==> config.mk <==
export PLATFORM = sky130hd
export DESIGN_NAME = rom_pixel_fetcher
export DESIGN_NICKNAME = d
export VERILOG_FILES = /design/src/rtl/rom_pixel_fetcher.sv
export SDC_FILE = /design/constraint.sdc
export NUM_CORES = 1
export LEC_CHECK = 0
export CAP_MARGIN = 10
export CORE_MARGIN = 4
export CORE_UTILIZATION = 30
export DETAILED_ROUTE_END_ITERATION = 8
export GPL_ROUTABILITY_DRIVEN = 0
export HOLD_SLACK_MARGIN = 0.15
export MAX_ROUTING_LAYER = met4
export PLACE_DENSITY_LB_ADDON = 0.25
export SETUP_SLACK_MARGIN = 0.15
export SLEW_MARGIN = 15
export SYNTH_ARGS = -nofsm -noshare
export SYNTH_HDL_FRONTEND = slang
export SYNTH_SLANG_ARGS = --single-unit
==> constraint.sdc <==
create_clock -name clk -period 5.05 [get_ports clk]
set_input_delay 1.01 -clock clk [delete_from_list [all_inputs] [get_ports clk]]
set_output_delay 1.01 -clock clk [all_outputs]
set_load 0.1 [all_outputs]
==> src/rtl/rom_pixel_fetcher.sv <==
// rom_pixel_fetcher: walks the image ROM word by word and unpacks each 32-bit
// word into four 8-bit grayscale pixels on a valid/ready stream with (x, y).
// ROM read latency is absorbed by a per-word wait in FETCH before capture.
module rom_pixel_fetcher #(
    parameter int unsigned IMG_W    = 160,
    parameter int unsigned IMG_H    = 120,
    parameter int unsigned READ_LAT = 2,
    parameter int unsigned ADDR_W   = 15
) (
    input  logic              clk,
    input  logic              reset,
    input  logic              start,
    input  logic              restart,
    output logic [ADDR_W-1:0] rom_addr,
    input  logic [31:0]       rom_data,
    output logic [7:0]        pix_data,
    output logic [7:0]        pix_x,
    output logic [6:0]        pix_y,
    output logic              pix_last,
    output logic              pix_valid,
    input  logic              pix_ready,
    output logic              busy,
    output logic              done
);

    localparam int unsigned WORDS = IMG_W * IMG_H / 4;
    localparam int unsigned LAT_W = (READ_LAT > 1) ? $clog2(READ_LAT) : 1;

    localparam logic [LAT_W-1:0]  LatLast  = LAT_W'(READ_LAT - 1);
    localparam logic [ADDR_W-1:0] AddrLast = ADDR_W'(WORDS - 1);
    localparam logic [7:0]        XLast    = 8'(IMG_W - 1);
    localparam logic [6:0]        YLast    = 7'(IMG_H - 1);

    typedef enum logic [1:0] {
        StIdle,
        StFetch,
        StUnpack,
        StDone
    } state_e;

    state_e            state_q, state_d;
    logic [ADDR_W-1:0] addr_q, addr_d;
    logic [7:0]        x_q, x_d;
    logic [6:0]        y_q, y_d;
    logic [LAT_W-1:0]  lat_q, lat_d;
    logic [31:0]       word_q, word_d;
    logic [1:0]        idx_q, idx_d;

    // Next-state logic: restart overrides everything, including a pending start.
    always_comb begin
        state_d = state_q;
        addr_d  = addr_q;
        x_d     = x_q;
        y_d     = y_q;
        lat_d   = lat_q;
        word_d  = word_q;
        idx_d   = idx_q;

        if (restart) begin
            state_d = StIdle;
            addr_d  = '0;
            x_d     = '0;
            y_d     = '0;
            lat_d   = '0;
            idx_d   = '0;
        end else begin
            unique case (state_q)
                StIdle: begin
                    if (start) begin
                        state_d = StFetch;
                        addr_d  = '0;
                        x_d     = '0;
                        y_d     = '0;
                        lat_d   = '0;
                    end
                end
                StFetch: begin
                    // rom_addr has been stable READ_LAT cycles at this edge
                    if (lat_q == LatLast) begin
                        word_d  = rom_data;
                        idx_d   = '0;
                        state_d = StUnpack;
                    end else begin
                        lat_d = lat_q + LAT_W'(1);
                    end
                end
                StUnpack: begin
                    if (pix_ready) begin
                        idx_d = idx_q + 2'd1;
                        if (x_q == XLast) begin
                            x_d = '0;
                            y_d = y_q + 7'd1;
                        end else begin
                            x_d = x_q + 8'd1;
                        end
                        if (idx_q == 2'd3) begin
                            if (addr_q == AddrLast) begin
                                state_d = StDone;
                                x_d     = '0;
                                y_d     = '0;
                            end else begin
                                addr_d  = addr_q + ADDR_W'(1);
                                lat_d   = '0;
                                state_d = StFetch;
                            end
                        end
                    end
                end
                StDone: begin
                    state_d = StIdle;
                    x_d     = '0;
                    y_d     = '0;
                end
                default: state_d = StIdle;
            endcase
        end
    end

    // State and datapath registers; reset discards any word in progress.
    always_ff @(posedge clk or negedge reset) begin
        if (!reset) begin
            state_q <= StIdle;
            addr_q  <= '0;
            x_q     <= '0;
            y_q     <= '0;
            lat_q   <= '0;
            word_q  <= '0;
            idx_q   <= '0;
        end else begin
            state_q <= state_d;
            addr_q  <= addr_d;
            x_q     <= x_d;
            y_q     <= y_d;
            lat_q   <= lat_d;
            word_q  <= word_d;
            idx_q   <= idx_d;
        end
    end

    // Outputs decode registered state only, so pix_ready never reaches pix_valid.
    always_comb begin
        pix_valid = (state_q == StUnpack);
        busy      = (state_q != StIdle);
        done      = (state_q == StDone);
        rom_addr  = addr_q;
        pix_x     = x_q;
        pix_y     = y_q;
        pix_last  = pix_valid && (x_q == XLast) && (y_q == YLast);
        pix_data  = pix_valid ? word_q[{idx_q, 3'b000} +: 8] : 8'd0;
    end

endmodule

# ---- Yosys cells after proc, flatten, opt, wreduce, memory -nomap -nowiden
# Cells that the tools add are included.
# Widths: inputs -> output; s select.
dict set report word_totals {
  register_bits 67
  inputBits 37
  word_cells 79
}
dict set report classes {
  n_mux 39
  bitwise 1
  n_reduce_logical 14
  shift 1
  eq_ne 12
  n_addsub 5
}
# op count
set ops {}
lappend ops {{$mux 15} 5}
lappend ops {{$mux 8} 7}
lappend ops {{$mux 7} 6}
lappend ops {{$shiftx 32x6->8} 1}
lappend ops {{$pmux 15 s2} 1}
lappend ops {{$pmux 8 s3} 1}
lappend ops {{$pmux 7 s3} 1}
lappend ops {{$mux 2} 9}
lappend ops {{$add 15x1->15 const B} 1}
lappend ops {{$eq 15x13->1 const B} 1}
lappend ops {{$reduce_and 5->1} 2}
lappend ops {{$ne 3x3->1 const B} 3}
lappend ops {{$reduce_and 3->1} 3}
lappend ops {{$add 8x1->8 const B} 1}
lappend ops {{$eq 8x8->1 const B} 1}
lappend ops {{$pmux 2 s4} 1}
lappend ops {{$reduce_bool 4->1} 2}
lappend ops {{$add 7x1->7 const B} 1}
lappend ops {{$eq 7x7->1 const B} 1}
lappend ops {{$eq 2x2->1 const B} 3}
lappend ops {{$mux 1} 6}
lappend ops {{$ne 3x2->1 const B} 2}
lappend ops {{$reduce_bool 3->1} 2}
lappend ops {{$pmux 2 s2} 1}
lappend ops {{9 further kinds} 10}

# ---- Logic depth before layout (Yosys ltp)
# Gate-level depths: netlist (run 1).
dict set report depth {
  ltp_word 7
  mapped_depth 8
  ltp_nobuf 7
}

# ---- Least setup slack after synthesis (run 1)
# No wires, ideal clock.
dict set report synth_path {
  kind {register to output}
  start {reg state_q[0]}
  end {out pix_last}
  t_required_ns 4.040
  arrival_ns 4.100
  n_path_buf 2
  slack_ns -0.060
  path_stages_with_launch 7
  path_cell_list {dfrtp_1 inv_1 ha_1 clkbuf_1 clkbuf_1 nand4b_1 nor3_1}
}
dict set report synth_via {
  elab_chain_len 3
}
# element line
set synth_lines {}
lappend synth_lines {{from (decl)} 41} ;# state_e state_q, state_d;
lappend synth_lines {{from (signal assigned)} 122} ;# state_q <= StIdle;
lappend synth_lines {{from (signal assigned)} 130} ;# state_q <= state_d;
lappend synth_lines {{$eq 2x2->1} 142} ;# pix_valid = (state_q == StUnpack);
lappend synth_lines {{named net pix_valid} 20} ;# output logic pix_valid,
lappend synth_lines {{$logic_and 1x1->1 (2 in a row)} 148} ;# pix_last = pix_valid && (x_q == XLast) && (y_q == YLast);
lappend synth_lines {{to (decl)} 19} ;# output logic pix_last,
# The timed path passes the listed nets, and every way through them passes these cells.

# ---- Worst setup path in the final report (run 1)
dict set report layout_path {
  start {reg state_q[0]}
  end {out pix_data[7]}
}
dict set report layout_via {
  elab_chain_len 2
}
# element line
set layout_lines {}
lappend layout_lines {{$eq 2x2->1} 142}
lappend layout_lines {{$mux 8} 149} ;# pix_data = pix_valid ? word_q[{idx_q, 3'b000} +: 8] : 8'd0;
lappend layout_lines {{to (decl)} 16} ;# output logic [7:0] pix_data,
# Every way passes these cells.

==> results of run 1 <==
stage by stage:
| stage | power, mW | setup slack (ps) | hold slack (ps) | cell area (um^2) |
|---|---|---|---|---|
| final | 1.906 | 1061 | 500.0 | 4773 |
| after global routing | 2.014 | 904.8 | 523.6 | 4773 |
| after floorplan | 1.079 | 783.9 | 473.9 | 3536 |
| after detailed placement | 1.232 | 1393 | 493.7 | 4446 |
| after CTS | 1.934 | 1022 | 507.2 | 4773 |
| after global placement | 1.219 | 1420 | 482.1 | 4446 |
sequential cells by signal, indices dropped and copies added (netlist names):
signal / flops
rom_addr: 15
pix_y: 7
word_q: 32
lat_q: 1
state_q: 2
idx_q: 2
pix_x: 8
cells in the final DEF (no fill, tap or decap), drive strengths merged, types with 2 or more instances in the layout:
| cell | synthesis | layout |
|---|---|---|
| or4 | 2 | 2 |
| a21boi | 2 | 2 |
| and2 | 8 | 8 |
| nor2b | 5 | 5 |
| a21oi | 14 | 14 |
| and3 | 2 | 2 |
| bufinv | 0 | 2 |
| nor4bb | 2 | 2 |
| ha | 8 | 8 |
| mux4 | 8 | 8 |
| inv | 9 | 9 |
| nor4 | 5 | 5 |
| nor3b | 2 | 2 |
| nor3 | 9 | 9 |
| dfrtp | 67 | 67 |
| mux2 | 32 | 32 |
| nor2 | 24 | 24 |
| clkdlybuf4s50 | 0 | 76 |
| buf | 6 | 5 |
| nand4b | 4 | 4 |
| a21o | 3 | 3 |
| nand2 | 22 | 22 |
| xnor2 | 9 | 9 |
| o21ai | 13 | 13 |
| clkbuf | 9 | 10 |
| a31oi | 6 | 6 |
| or4b | 2 | 2 |
| nand3 | 22 | 22 |
| or3 | 8 | 8 |
| clkinv | 0 | 2 |
| o211ai | 2 | 2 |
| xor2 | 4 | 4 |
| clkinvlp | 0 | 2 |
| nand4 | 3 | 3 |
power groups by stage:
stage / logic, mW / clock network [mW] / registers, mW
after floorplan: 0.381 / 0 / 0.697
after global placement: 0.517 / 0 / 0.701
after detailed placement: 0.528 / 0 / 0.704
after CTS: 0.529 / 0.710 / 0.696
after global routing: 0.567 / 0.737 / 0.709
final: 0.523 / 0.689 / 0.694
cells by family (layout without fill, tap and decap cells):
| kind of cell | count (synthesis) | in the layout | share of synthesized area (%) |
|---|---|---|---|
| and+or+nand+nor | 123 | 123 | 19.17 |
| DFF | 67 | 67 | 47.48 |
| AOI/OAI and AO/OA | 49 | 49 | 8.895 |
| muxes | 41 | 41 | 15.59 |
| buffers and inverters | 24 | 106 | 2.799 |
| xor gates and xnor gates | 13 | 13 | 3.225 |
| adders and majority gates | 8 | 8 | 2.835 |
synthesized netlist by cell type, types with 2 or more instances:
cell type  count  area [um^2]
a21o_1         3        22.52
a21oi_1       14        70.07
a31oi_1        6        37.54
and2_1         8        50.05
and3_1         2        12.51
buf_1          4        15.01
clkbuf_1       9        33.78
dfrtp_1       67         1677
ha_1           8        100.1
inv_1          9        33.78
mux2_2        32        360.4
mux4_2         8        180.2
nand2_1       22        82.58
nand3_1       22        110.1
nand4_1        3        18.77
nand4b_1       4        35.03
nor2_1        23        86.33
nor2b_1        5        31.28
nor3_1         9        45.04
nor3b_1        2        15.01
nor4_1         4        25.02
nor4bb_1       2        20.02
o211ai_1       2        15.01
o21ai_0       11        55.05
or3_1          8        50.05
xnor2_1        9        78.83
xor2_1         4        35.03
layer usage:
metal  up-vias  routed length (um)  share of wire, %  GRT usage [%]
li1       1340                   -                 -              -
met1      1407                4033                45          18.21
met2        98                4156                47          22.16
met3        10                 614               6.9          4.611
met4         0                 107               1.2          3.867
met5         -                   0                 0              -
final cells by class:
class                   instances  share of cell area, %
clock buffers                  10                  5.007
clock inverters                 6                  1.861
inverters                       9                 0.7077
multi-input cells             234                  36.88
flip-flops and latches         67                  35.12
well taps                     143                  3.748
repair buffers                 81                  16.67
worst min-delay path by stage:
stage / depth (start not counted) / from / end / slack, ps
2_1_floorplan: 1 / word_q[16] / word_q[16] / 470
3_3_place_gp: 1 / word_q[20] / word_q[20] / 480
3_5_place_dp: 1 / word_q[9] / word_q[9] / 490
4_1_cts: 1 / word_q[10] / word_q[10] / 510
5_1_grt: 1 / word_q[23] / word_q[23] / 520
6_report: 1 / word_q[10] / word_q[10] / 500
==> summary.txt, run 1 <==
Worst setup path
  – CP required: 4040 ps
  – WP depth: 4
  – CP max-delay cell: clkdlybuf4s50_1
  – CP peak stage delay: 1140 ps
  – Crit. End Element: output pin
  – Reg2Reg Launch Point: state_q[0]
  – Critical-path cell list: inv_1, ha_1, and2_1, clkdlybuf4s50_1
  – R2R cell count: 8
  – Startpoint types: register
  – CP arrival: 2980 ps
  – Critical path peak fanout: 23
  – WS Path Type: register to output pin
  – Setup crit end: pix_data[7]
  – Worst Setup SP: state_q[0]
  – Reg2Reg Setup Slack: 2020 ps
  – Worst r2r dst: rom_addr[14]
  – CP top delay family: buffers and inverters
  – CP Buf/Inv Count: 2

Logic synthesis
  – Top FF cell, synth: dfrtp_1
  – Synth warnings: 0
  – Number of synthesized flops with an enable pin: 0
  – Mapped Nets: 370
  – #FFs+latches synth: 67
  – Mapped Area: 3531 um^2
  – Synth unique cells: 52
  – Syn avg cell area: 10.86 um^2
  – Seq/Total Area, Yosys: 47.48%
  – Ys async rst share: 100.0%
  – Cells after Synth: 325

STA
  – Least-Margin Pin Slew: 1001 ps
  – Clock Skew: 6.493 ps
  – Final critical-path share of the clock period: 78.98%
  – RSZ-0062 raised after global routing: no
  – Final hold violation count: 0
  – Final TNS setup: 0 ps
  – Relative slew slack: 33.07%
  – Final setup fails: 0
  – Peak Freq: 250.7 MHz
  – Clock period minus worst slack: 3989 ps
  – Max Slew Vio Count: 0

Placement
  – Number of port buffers: 78
  – DP Cell Count: 534
  – Post-DP HPWL: 6272 um

Finish
  – Multi-input gate area: 1760 um^2
  – Layout area overhead: 35.19%
  – NumNets Final: 447
  – Register area: 1677 um^2
  – # diodes: 0
  – Share of cells above drive strength 1: 16.71%
  – Post-Route Utilization: 41.63%
  – Fillcell total: 1069
  – Non-Filler Instances: 550

Die
  – Full die area: 13570 um^2
  – Placeable Area: 11470 um^2
  – I/O pin cnt: 79
  – Die Wd: 116.5 um
  – Rows: 39
  – Starting Density: 30.79%
  – Die height: 116.5 um

Detailed routing
  – Vias: 2855
  – DRT iter0 DRCs: 179
  – Avg WL per Cell: 16.20 um
  – DRC: 0
  – Drt pass-1 iters: 4
  – ANT nets after route: 0
  – Via-to-Cell Ratio: 5.191
  – Final wirelength: 8911 um

Clock network
  – Clk_lat worst skew: 330 ps
  – Num Clock Sinks: 67
  – H-tree level count: 3
  – Post CTS Setup Buffer Count: 0
  – CTS tree: done
  – Inserted Clock Buffers: 9
  – Post-cts hold buffer count: 0
  – Maximum clock path buffer count: 2
  – # resized after CTS: 0
  – Clock slew at reported path FFs: 50 ps
  – Root Buffer: clkbuf_16

Power
  – Switch Pwr: 0.6167 mW
  – Clock power share: 36.2%
  – Peak VDD IR: 217.5 uV
  – Pwr Density: 399.3 nW/um^2
  – Switch share: 32.36%
  – Gate power share: 27.4%
  – Seq pwr share: 36.4%
  – Pleak: 1.955 nW
  – Int Power: 1.289 mW

Min path
  – HP Class: register to register

Global routing
  – Largest net degree at the start of global routing: 36
  – Vias in the first global route: 2957
  – Initial antenna violation count: 0
  – Total grt overflow: 0
  – Global-route wire length before repair: 14770 um
  – Tot GR Track Use: 14.34%

Status
  – Outcome: complete, no violations

Run
  – Total of max-cap violations: 0
No activity file was read; power rests on OpenSTA's default activity.
==> inputs of run 2 (changes only) <==
==> constraint.sdc (replaced) <==
create_clock -name clk -period 4.1 [get_ports clk]
set_input_delay 0.82 -clock clk [delete_from_list [all_inputs] [get_ports clk]]
set_output_delay 0.82 -clock clk [all_outputs]
set_load 0.1 [all_outputs]
==> run 2 against run 1 <==
  * Final cell count unchanged
  * Register-to-register slack got worse by 810 ps
  * First-iteration DRC count fell by 36%
  * Non-clock buffer count is the same
  * Utilization down 0.23 points
  * Design area down 0.55%
  * Sequential power is 23% higher
  * Combinational power grew 22%
  * Critical path depth unchanged
  * Global-route usage down 0.27 points
  * Total power rose by 21%
  * Routed wire length fell by 2.8%
==> summary.txt, run 2 (synthesized netlist as in run 1, its figures left out) <==
Finish
  – Multi-input gate area: 1767 um^2
  – Fillcell total: 1104
  – NumNets Final: 447
  – Fin area: 4747 um^2
  – Share of cells above drive strength 1: 18.92%
  – Post-Route Utilization: 41.40%
  – Max FFs per register: 32
  – Layout area overhead: 34.44%
  – # diodes: 0
  – Most flops, register: word_q
  – Register area: 1677 um^2
  – Most frequent cells in the layout: dfrtp_1, clkdlybuf4s50_1, mux2_2, nor2_1

Clock network
  – CTS tree: done
  – Inserted Clock Buffers: 9
  – H-tree level count: 3
  – Root Buffer: clkbuf_16
  – Num Clock Sinks: 67
  – Maximum clock path buffer count: 2
  – Clock slew at reported path FFs: 60 ps
  – Clk_lat worst skew: 320 ps
  – # resized after CTS: 0
  – Post-cts hold buffer count: 0
  – Post CTS Setup Buffer Count: 0

Detailed routing
  – Drt pass-1 iters: 4
  – Final wirelength: 8662 um
  – ANT nets after route: 0
  – DRC: 0
  – DRT iter0 DRCs: 115
  – Avg WL per Cell: 15.75 um
  – Via-to-Cell Ratio: 5.065
  – Vias: 2786

Global routing
  – Total grt overflow: 0
  – Initial antenna violation count: 0
  – Vias in the first global route: 2908
  – Global-route wire length before repair: 14680 um
  – Tot GR Track Use: 14.07%
  – Largest net degree at the start of global routing: 38

Power
  – Int Power: 1.566 mW
  – Switch Pwr: 0.7467 mW
  – Peak VDD IR: 188.2 uV
  – Pleak: 1.994 nW
  – Gate power share: 27.6%
  – Seq pwr share: 37.0%
  – Pwr Density: 487.2 nW/um^2
  – Switch share: 32.29%
  – Clock power share: 35.4%

STA
  – RSZ-0062 raised after global routing: no
  – Final TNS setup: 0 ps
  – Relative slew slack: 34.47%
  – Clock Skew: 6.629 ps
  – Max Slew Vio Count: 0
  – Setup ws final: 894.1 ps
  – Final setup fails: 0
  – Final hold violation count: 0
  – Peak Freq: 311.9 MHz
  – Final critical-path share of the clock period: 78.19%
  – Least-Margin Pin Slew: 979.9 ps
  – Clock period minus worst slack: 3206 ps

Worst setup path
  – Critical path peak fanout: 8
  – WS Path Type: register to output pin
  – Crit. End Element: output pin
  – CP required: 3280 ps
  – Startpoint types: register
  – CP arrival: 2390 ps

Die
  – Full die area: 13570 um^2
  – Starting Density: 30.79%
  – Die height: 116.5 um
  – I/O pin cnt: 79
  – Die Wd: 116.5 um
  – Rows: 39
  – Placeable Area: 11470 um^2

Min path
  – HP Class: register to register

Status
  – Outcome: complete, no violations

Run
  – Total of max-cap violations: 0

Placement
  – Setup WS pre-CTS: 1053 ps
  – Post-DP HPWL: 6170 um
  – Number of port buffers: 78
  – Dpl cell area: 4429 um^2
run 2: cell count changes in the layout (fill, tap and decap cells not counted):
cell             change
buf_4                +9
clkbuf_8             -1
clkdlybuf4s50_1      -9
clkinv_2             +2
clkinv_4             +1
clkinvlp_4           -2
nor3_2               -1
nor3_4               +1
run 2: critical path, cell delays in order, from the launching register on:
cell and delay [ps]:
dfrtp_1 490, inv_1 110, ha_1 220, inv_1 100, clkdlybuf4s50_1 1140
run 2: cell type report:
| class | count | area share (%) |
|---|---|---|
| tap | 143 | 3.769 |
| sequential | 67 | 35.32 |
| clock buffer | 9 | 4.744 |
| multi-input combinational | 234 | 37.22 |
| inverter | 9 | 0.7117 |
| timing repair buffer | 81 | 16.29 |
| clock inverter | 7 | 1.950 |
run 2: final timing paths:
check | start | to | slack, ps | cells past startpoint
max | state_q[0] | busy | 890 | 4
min | word_q[16] | word_q[16] | 500 | 1
max reg2reg | state_q[0] | rom_addr[12] | 1210 | 8
min reg2reg | word_q[16] | word_q[16] | 500 | 1
max in group asynchronous | reset | idx_q[1] | 2580 | 2
min in group asynchronous | reset | rom_addr[11] | 580 | 1
run 2: stage by stage:
stage | hold slack, ps | std cells | power, mW
after floorplan | 473.9 | 325 | 1.329
after global placement | 485.7 | 534 | 1.493
after detailed placement | 488.1 | 534 | 1.510
after CTS | 502.5 | 550 | 2.342
after global routing | 517.8 | 550 | 2.442
final | 499.9 | 550 | 2.313
run 2: power by group through the flow:
| stage | Clock (mW) | Sequential, mW | Combinational [mW] |
|---|---|---|---|
| final | 0.820 | 0.856 | 0.638 |
| after global routing | 0.869 | 0.876 | 0.697 |
| after CTS | 0.840 | 0.858 | 0.645 |
| after detailed placement | 0 | 0.868 | 0.642 |
| after global placement | 0 | 0.863 | 0.630 |
| after floorplan | 0 | 0.859 | 0.470 |
run 2: per-layer routing:
layer  track usage, %  wire, um
met3            3.368       382
met1            17.64      3943
met5                -         0
met4            4.563       127
met2            22.46      4210
